<file path="src/rtl/uart_rx_param.sv">
// Parametrised UART receiver: 2-flop synchroniser, false-start reject,
// optional parity, 1/2 stop bits, parity/framing flags, break hold-off.
// Ports: clk, rst (sync, active-high), rx_pin (async, idle high),
//   recv_en (1-cycle strobe), recv_data, parity_err, frame_err.
// Optional: define UART_RX_MAJORITY_EN for 3-sample majority voting.
module uart_rx_param #(
    parameter int CLK_FRE   = 50,
    parameter int UART_RATE = 115200,
    parameter int DATA_BITS = 8,
    parameter int PARITY    = 0,
    parameter int STOP_BITS = 1
) (
    input  logic                 clk,
    input  logic                 rst,
    input  logic                 rx_pin,
    output logic                 recv_en,
    output logic [DATA_BITS-1:0] recv_data,
    output logic                 parity_err,
    output logic                 frame_err
);

    localparam int RATE_CNT = CLK_FRE * 1000000 / UART_RATE - 1;
    localparam int MID      = RATE_CNT / 2;
    localparam int CW       = $clog2(RATE_CNT + 1) + 1;

    // With voting, the decision lands one clock after the nominal point.
    // Only the start decision needs the shift; later bits inherit it.
`ifdef UART_RX_MAJORITY_EN
    localparam int START_PT = MID + 1;
`else
    localparam int START_PT = MID;
`endif

    localparam logic [CW-1:0] RATE_C  = CW'(RATE_CNT);
    localparam logic [CW-1:0] START_C = CW'(START_PT);
    localparam logic [3:0]    LAST_D  = 4'(DATA_BITS - 1);
    localparam logic [3:0]    LAST_S  = 4'(STOP_BITS - 1);

    localparam logic [2:0] S_IDLE  = 3'd0;
    localparam logic [2:0] S_START = 3'd1;
    localparam logic [2:0] S_DATA  = 3'd2;
    localparam logic [2:0] S_PAR   = 3'd3;
    localparam logic [2:0] S_STOP  = 3'd4;
    localparam logic [2:0] S_BRK   = 3'd5;

    logic                 sync1_q, rxs_q;
    logic [2:0]           state_q, state_d;
    logic [CW-1:0]        cnt_q, cnt_d;
    logic [3:0]           bit_q, bit_d;
    logic [DATA_BITS-1:0] shift_q, shift_d;
    logic                 perr_sh_q, perr_sh_d;
    logic                 ferr_sh_q, ferr_sh_d;
    logic                 recv_en_q, recv_en_d;
    logic [DATA_BITS-1:0] recv_data_q, recv_data_d;
    logic                 parity_err_q, parity_err_d;
    logic                 frame_err_q, frame_err_d;
    logic                 samp;
    logic                 stop_bad;
    logic                 par_x;

`ifdef UART_RX_MAJORITY_EN
    // Samples taken one and two clocks before the decision point.
    logic [1:0] hist_q, hist_d;
    assign hist_d = {hist_q[0], rxs_q};
    assign samp   = (hist_q[1] & hist_q[0]) | (hist_q[1] & rxs_q) |
                    (hist_q[0] & rxs_q);
    always_ff @(posedge clk) begin
        if (rst) hist_q <= 2'b11;
        else     hist_q <= hist_d;
    end
`else
    assign samp = rxs_q;
`endif

    assign stop_bad = ferr_sh_q | ~samp;
    assign par_x    = ^{shift_q, samp};

    always_comb begin
        state_d      = state_q;
        cnt_d        = cnt_q + 1'b1;
        bit_d        = bit_q;
        shift_d      = shift_q;
        perr_sh_d    = perr_sh_q;
        ferr_sh_d    = ferr_sh_q;
        recv_en_d    = 1'b0;
        recv_data_d  = recv_data_q;
        parity_err_d = parity_err_q;
        frame_err_d  = frame_err_q;
        case (state_q)
            S_IDLE: begin
                cnt_d = '0;
                if (!rxs_q) state_d = S_START;
            end
            S_START: begin
                if (cnt_q == START_C) begin
                    cnt_d     = '0;
                    bit_d     = '0;
                    perr_sh_d = 1'b0;
                    ferr_sh_d = 1'b0;
                    // A high sample means the low pulse was a glitch.
                    state_d   = samp ? S_IDLE : S_DATA;
                end
            end
            S_DATA: begin
                if (cnt_q == RATE_C) begin
                    cnt_d   = '0;
                    shift_d = {samp, shift_q[DATA_BITS-1:1]};
                    if (bit_q == LAST_D) begin
                        bit_d   = '0;
                        state_d = (PARITY != 0) ? S_PAR : S_STOP;
                    end else begin
                        bit_d = bit_q + 1'b1;
                    end
                end
            end
            S_PAR: begin
                if (cnt_q == RATE_C) begin
                    cnt_d     = '0;
                    bit_d     = '0;
                    state_d   = S_STOP;
                    perr_sh_d = (PARITY == 1) ? ~par_x : par_x;
                end
            end
            S_STOP: begin
                if (cnt_q == RATE_C) begin
                    cnt_d     = '0;
                    ferr_sh_d = stop_bad;
                    if (bit_q == LAST_S) begin
                        // Finish at the centre of the last stop bit so a
                        // back-to-back start edge is not missed.
                        bit_d        = '0;
                        recv_en_d    = 1'b1;
                        recv_data_d  = shift_q;
                        parity_err_d = perr_sh_q;
                        frame_err_d  = stop_bad;
                        state_d      = stop_bad ? S_BRK : S_IDLE;
                    end else begin
                        bit_d = bit_q + 1'b1;
                    end
                end
            end
            S_BRK: begin
                cnt_d = '0;
                if (rxs_q) state_d = S_IDLE;
            end
            default: begin
                cnt_d   = '0;
                state_d = S_IDLE;
            end
        endcase
    end

    always_ff @(posedge clk) begin
        if (rst) begin
            sync1_q      <= 1'b1;
            rxs_q        <= 1'b1;
            state_q      <= S_IDLE;
            cnt_q        <= '0;
            bit_q        <= '0;
            shift_q      <= '0;
            perr_sh_q    <= 1'b0;
            ferr_sh_q    <= 1'b0;
            recv_en_q    <= 1'b0;
            recv_data_q  <= '0;
            parity_err_q <= 1'b0;
            frame_err_q  <= 1'b0;
        end else begin
            sync1_q      <= rx_pin;
            rxs_q        <= sync1_q;
            state_q      <= state_d;
            cnt_q        <= cnt_d;
            bit_q        <= bit_d;
            shift_q      <= shift_d;
            perr_sh_q    <= perr_sh_d;
            ferr_sh_q    <= ferr_sh_d;
            recv_en_q    <= recv_en_d;
            recv_data_q  <= recv_data_d;
            parity_err_q <= parity_err_d;
            frame_err_q  <= frame_err_d;
        end
    end

    assign recv_en    = recv_en_q;
    assign recv_data  = recv_data_q;
    assign parity_err = parity_err_q;
    assign frame_err  = frame_err_q;

endmodule

</file>
<file path="config.mk">
export PLATFORM = sky130hd
export DESIGN_NAME = uart_rx_param
export DESIGN_NICKNAME = d
export VERILOG_FILES = /design/src/rtl/uart_rx_param.sv
export SDC_FILE = /design/constraint.sdc
export NUM_CORES = 1
export LEC_CHECK = 0
export BUFFER_PORTS_ARGS = -buffer_cell sky130_fd_sc_hd__buf_2
export CAP_MARGIN = 0
export CORE_MARGIN = 3
export CORE_UTILIZATION = 50
export DETAILED_ROUTE_END_ITERATION = 7
export PLACE_DENSITY = 0.68
export SETUP_SLACK_MARGIN = 0.02
export SKIP_LAST_GASP = 1
export SLEW_MARGIN = 10
export SYNTH_ARGS = -nofsm -noshare
export SYNTH_HDL_FRONTEND = slang
export SYNTH_SLANG_ARGS = --single-unit
</file>
<file path="constraint.sdc">
create_clock -name clk -period 6.1 [get_ports clk]
set_input_delay 1.83 -clock clk [delete_from_list [all_inputs] [get_ports clk]]
set_output_delay 1.83 -clock clk [all_outputs]
set_load 0.05 [all_outputs]
</file>
After elaboration in Yosys (flattened, before gate mapping)

Index checks and enable logic that the tools add are counted.

Bitwise logic cells: 4
Add/subtract/negate cells: 2
Divide/modulo/power cells: 0
Muxes and demuxes: 27
Equality and inequality tests: 16
Multiply operators: 0
Reductions and logical operators: 14
$lt $le $gt $ge: 0
Shift-type cells: 0

Operators with widths:

| cell                                                 | count |
|---|---|
| 2-to-1 mux 3 bit                                     | 9 |
| 2-to-1 mux 4 bit                                     | 6 |
| 2-to-1 mux 10 bit                                    | 2 |
| one-hot mux 10 bit (2 select lines)                  | 1 |
| one-hot mux 3 bit (6 select lines)                   | 1 |
| inequality test 2 bit, second input constant         | 8 |
| one-hot mux 4 bit (4 select lines)                   | 1 |
| adder 10 x 1 -> 10 bit, second input constant        | 1 |
| equality test 10 x 8 -> 1 bit, second input constant | 1 |
| equality test 10 x 9 -> 1 bit, second input constant | 1 |
| AND reduction 3 bit                                  | 3 |
| XOR reduction 9 bit                                  | 1 |
| AND reduction 8 bit                                  | 1 |
| equality test 3 x 2 -> 1 bit, second input constant  | 2 |
| equality test 3 bit, second input constant           | 2 |
| OR reduction 3 bit                                   | 2 |
| AND reduction 5 bit                                  | 1 |
| adder 4 x 1 -> 4 bit, second input constant          | 1 |
| equality test 4 x 3 -> 1 bit, second input constant  | 1 |
| zero test 4 bit                                      | 1 |
| 2-to-1 mux 1 bit                                     | 4 |
| one-hot mux 1 bit (2 select lines)                   | 2 |
| nonzero test 2 bit                                   | 2 |
| nonzero test 4 bit                                   | 1 |
| 6 further kinds                                      | 8 |

Memory bits (read-only): 0
Output and inout bits: 11
Memories kept: 0
Word-level logic and storage cells: 75
Latch bits: 0
Bits in writable memories: 0
Register bits: 40

Longest topological paths before layout

Depth in word-level cells: 6
Mapped depth: 8
Gate-level depth less buffers: 7

Worst setup path after synthesis

OpenSTA, ideal clock, no wires.

Path kind: input to register
Start: input rst
End: register bit_q[0]
Stages on the path: 3
Arrival: 2.410 ns
Setup slack: 3.558 ns
Required time: 5.968 ns
Path through: clkbuf_1 -> clkbuf_1 -> a21oi_1

RTL lines:

| item                   | line | text |
|---|---|---|
| start: declaration     | 14   | `input logic rst,` |
| end signal: assignment | 172  | `bit_q <= bit_d;` |
| end: declaration       | 49   | `logic [3:0] bit_q, bit_d;` |

No word-level cell between the ends.

Worst setup path in the final report

Start: register parity_err_q, in the netlist parity_err
End: output parity_err

RTL lines:

| item                     | line | text |
|---|---|---|
| start: declaration       | 55   | `logic parity_err_q, parity_err_d;` |
| start signal: assignment | 178  | `parity_err_q <= parity_err_d;` |
| end: declaration         | 18   | `output logic parity_err,` |

No word-level cell between the ends.

==> summary.md <==
| Metric | Value |
|---|---|
| Power density cells | `between 200 and 300 nW/um^2` |
| Post-Synth XOR/XNOR Area | `between 7 and 8%` |
| Share of flip-flops with an asynchronous set or reset | `0%` |
| Initial core utilization | `approximately 54%` |
| CP max stage delay | `~350 ps` |
| Distinct cells, synth | `44` |
| Worst hold margin | `423 ps` |
| Root buf cell | `clkbuf_8` |
| Maximum Capacitance Violations | `0` |
| DRT antenna net count | `0` |
| Placeable Area | `between 3000 and 4000 um^2` |
| CTS buffer count | `5` |
| Sequential-to-total area share from yosys stat | `between 40% and 50%` |
| Vias in the first global route | `~1,400` |
| Worst path cell trace | `buf_2` |
| Post-Route Setup TNS | `0 ps` |
| Critical Path Source Type | `register` |
| Endpoints failing setup | `0` |
| Worst hold path class | `register to register` |
| Total Wirelength | `between 3000 and 4000 um` |
| RSZ-0062 raised after global routing | `false` |
| Sink Count | `40` |
| H-tree depth | `2` |
| Largest net degree at the start of global routing | `32` |
| CP Data Required Time | `4270 ps` |
| Syn Inst Count | `between 200 and 250` |
| Clk pin slew, worst setup/hold paths | `around 80 ps` |
| Die Wd | `~67 um` |
| Worst path top cell family by delay | `flip-flops` |
| # nets final | `roughly 240` |
| Hold_buf cts | `0` |
| Worst slew pin tran | `around 740 ps` |
| Simple-Gate Fraction of Synth Area | `between 20% and 30%` |
| Design area | `2100 um^2` |
| Post-CTS sizing | `0` |
| DP HPWL | `2660 um` |
| Area growth syn-to-layout | `11.3%` |
| Slowest CP cell | `dfxtp_1` |
| Initial antenna violation count | `0` |
| Synth warnings | `0` |
| Pwr Total | `between 0.6 and 0.7 mW` |
| Maximum VDD drop | `~0.00017 V` |
| Non-Filler Instances | `roughly 280` |
| Adder-cell area share of the yosys netlist | `under 10%` |
| PortBufs | `13` |
| Slew Limit Fails | `0` |
| Final WS setup | `3350 ps` |
| Crit Path Max Fanout | `2` |
| DR vias/cell | `around 5.5` |
| Largest family of logic cells by synthesized area | `simple AND/OR/NAND/NOR gates` |
| 1st-iter DRT viols | `around 120` |
| Post-Syn Area | `between 1500 and 2000 um^2` |
| Post-CTS Setup Bufs | `0` |
| Most common cell after layout, fill and taps aside | `dfxtp_1` |
| Post-synth EDFFs | `0` |
| Clock insertion delay at the later pin of the skew report | `~290 ps` |
| Kind of end point of the critical path | `output port` |
| CP Data Arrival Time | `roughly 900 ps` |
| Die area | `4550 um^2` |
| CP bufs+invs | `1` |
| Clk buf depth | `2` |
| Place WS | `between 3000 and 4000 ps` |
| Leakage | `between 0.7 and 0.8 nW` |
| Final hold violation count | `0` |
| Antenna Cells | `0` |
| Most frequent cells in the layout | `dfxtp_1 (40), nand2_1 (30), nor2_1 (25)` |
| Wire per inst | `roughly 13 um` |
| Period utilisation layout | `45.1%` |
| Status | `finished, final reports clean` |
| Global Route Usage Sum | `between 10% and 20%` |
| Drc violations | `0` |
| Minimum clock period | `roughly 2700 ps` |
| GR Overflow Total | `0` |
| Top_reg_cell synth | `dfxtp_1` |
| Clock skew | `between 3 and 4 ps` |
| Slew HR | `approximately 51%` |
| Die H | `around 67 um` |
| Syn nets | `approximately 230` |
| Final GP Congestion | `between 0.8 and 0.9` |
| Max Clock Freq | `roughly 0.36 GHz` |
| Placed insts | `268` |
| Mux cell area share after synthesis | `between 4 and 5%` |
| 1st-pass router iterations | `4` |
| Vias | `approximately 1,500` |
| Critical path class | `register to output port` |
| Compound-cell area share of the yosys netlist | `around 13%` |
| Share of cells above drive strength 1 | `approximately 14%` |
| Number of placement rows | `21` |
| Global-route wire length before repair | `between 6000 and 7000 um` |
| Placed cell area | `1980 um^2` |
| Top Ports | `14` |
| Avg Cell Area, Syn | `between 8 and 9 um^2` |
| Yosys reg bits | `40` |
| TritonCTS clock tree | `done` |
| Final core utilization | `60.1%` |
==> synthesized netlist by cell type, types with 2 or more instances <==
cell | n | area [um^2]
dfxtp_1 | 40 | 801
nand3_1 | 11 | 55.1
or2_2 | 4 | 25.0
xor2_1 | 5 | 43.8
mux2i_1 | 9 | 90.1
a21oi_1 | 19 | 95.1
ha_1 | 5 | 62.6
clkbuf_1 | 7 | 26.3
and3_1 | 3 | 18.8
nor2_1 | 25 | 93.8
o21ai_0 | 4 | 20.0
nor3_1 | 2 | 10.0
nor2b_1 | 2 | 12.5
nand2_1 | 30 | 113
xnor2_1 | 11 | 96.3
nand2b_1 | 2 | 12.5
or4_1 | 2 | 15.0
nor3b_1 | 3 | 22.5
o31ai_1 | 2 | 15.0
inv_1 | 7 | 26.3
==> cells by family (layout without fill, tap and decap cells) <==
family / count (synthesis) / after routing
xor gates and xnor gates: 16 / 16
buffers and inverters: 15 / 28
DFF: 40 / 40
AOI/OAI and AO/OA: 37 / 37
adders and majority gates: 5 / 5
muxes: 9 / 9
and+or+nand+nor: 95 / 95
==> power breakdown <==
part,total (mW),switching [mW],internal [mW]
combinational,0.0972,0.0584,0.0388
sequential,0.281,0.0135,0.267
clock,0.230,0.0959,0.134
total,0.607,0.168,0.440
==> final timing paths <==
path                      startpoint                 endpoint  slack [ps]  cells past startpoint
max          parity_err$_SDFFE_PP0P_               parity_err        3350                      1
min               sync1_q$_SDFF_PP1_         rxs_q$_SDFF_PP1_         420                      1
min reg2reg       sync1_q$_SDFF_PP1_         rxs_q$_SDFF_PP1_         420                      1
max reg2reg      cnt_q[0]$_SDFF_PP0_  state_q[1]$_SDFFE_PP0P_        3920                      7
==> registers in the layout, indices dropped and copies added, names as in the netlist, 3 cells and up <==
signal	cells
bit_q	4
state_q	3
shift_q	8
cnt_q	10
recv_data	8
==> routing by layer <==
metal	up-vias	share of wire (%)	track usage [%]
li1	767	-	-
met1	721	48	24.0
met2	18	48	30.1
met3	5	3.1	4.16
met4	0	1.4	7.59
met5	-	0	0
==> cell type report <==
type	instances	area (um^2)
Timing Repair Buffer	13	65.1
Clock buffer	6	82.6
Tap cell	46	57.6
Fill cell	288	1400
Multi-Input combinational cell	162	1030
Sequential cell	40	801
Inverter	7	26.3
Clock inverter	2	38.8
No activity file was read; power rests on OpenSTA's default activity.
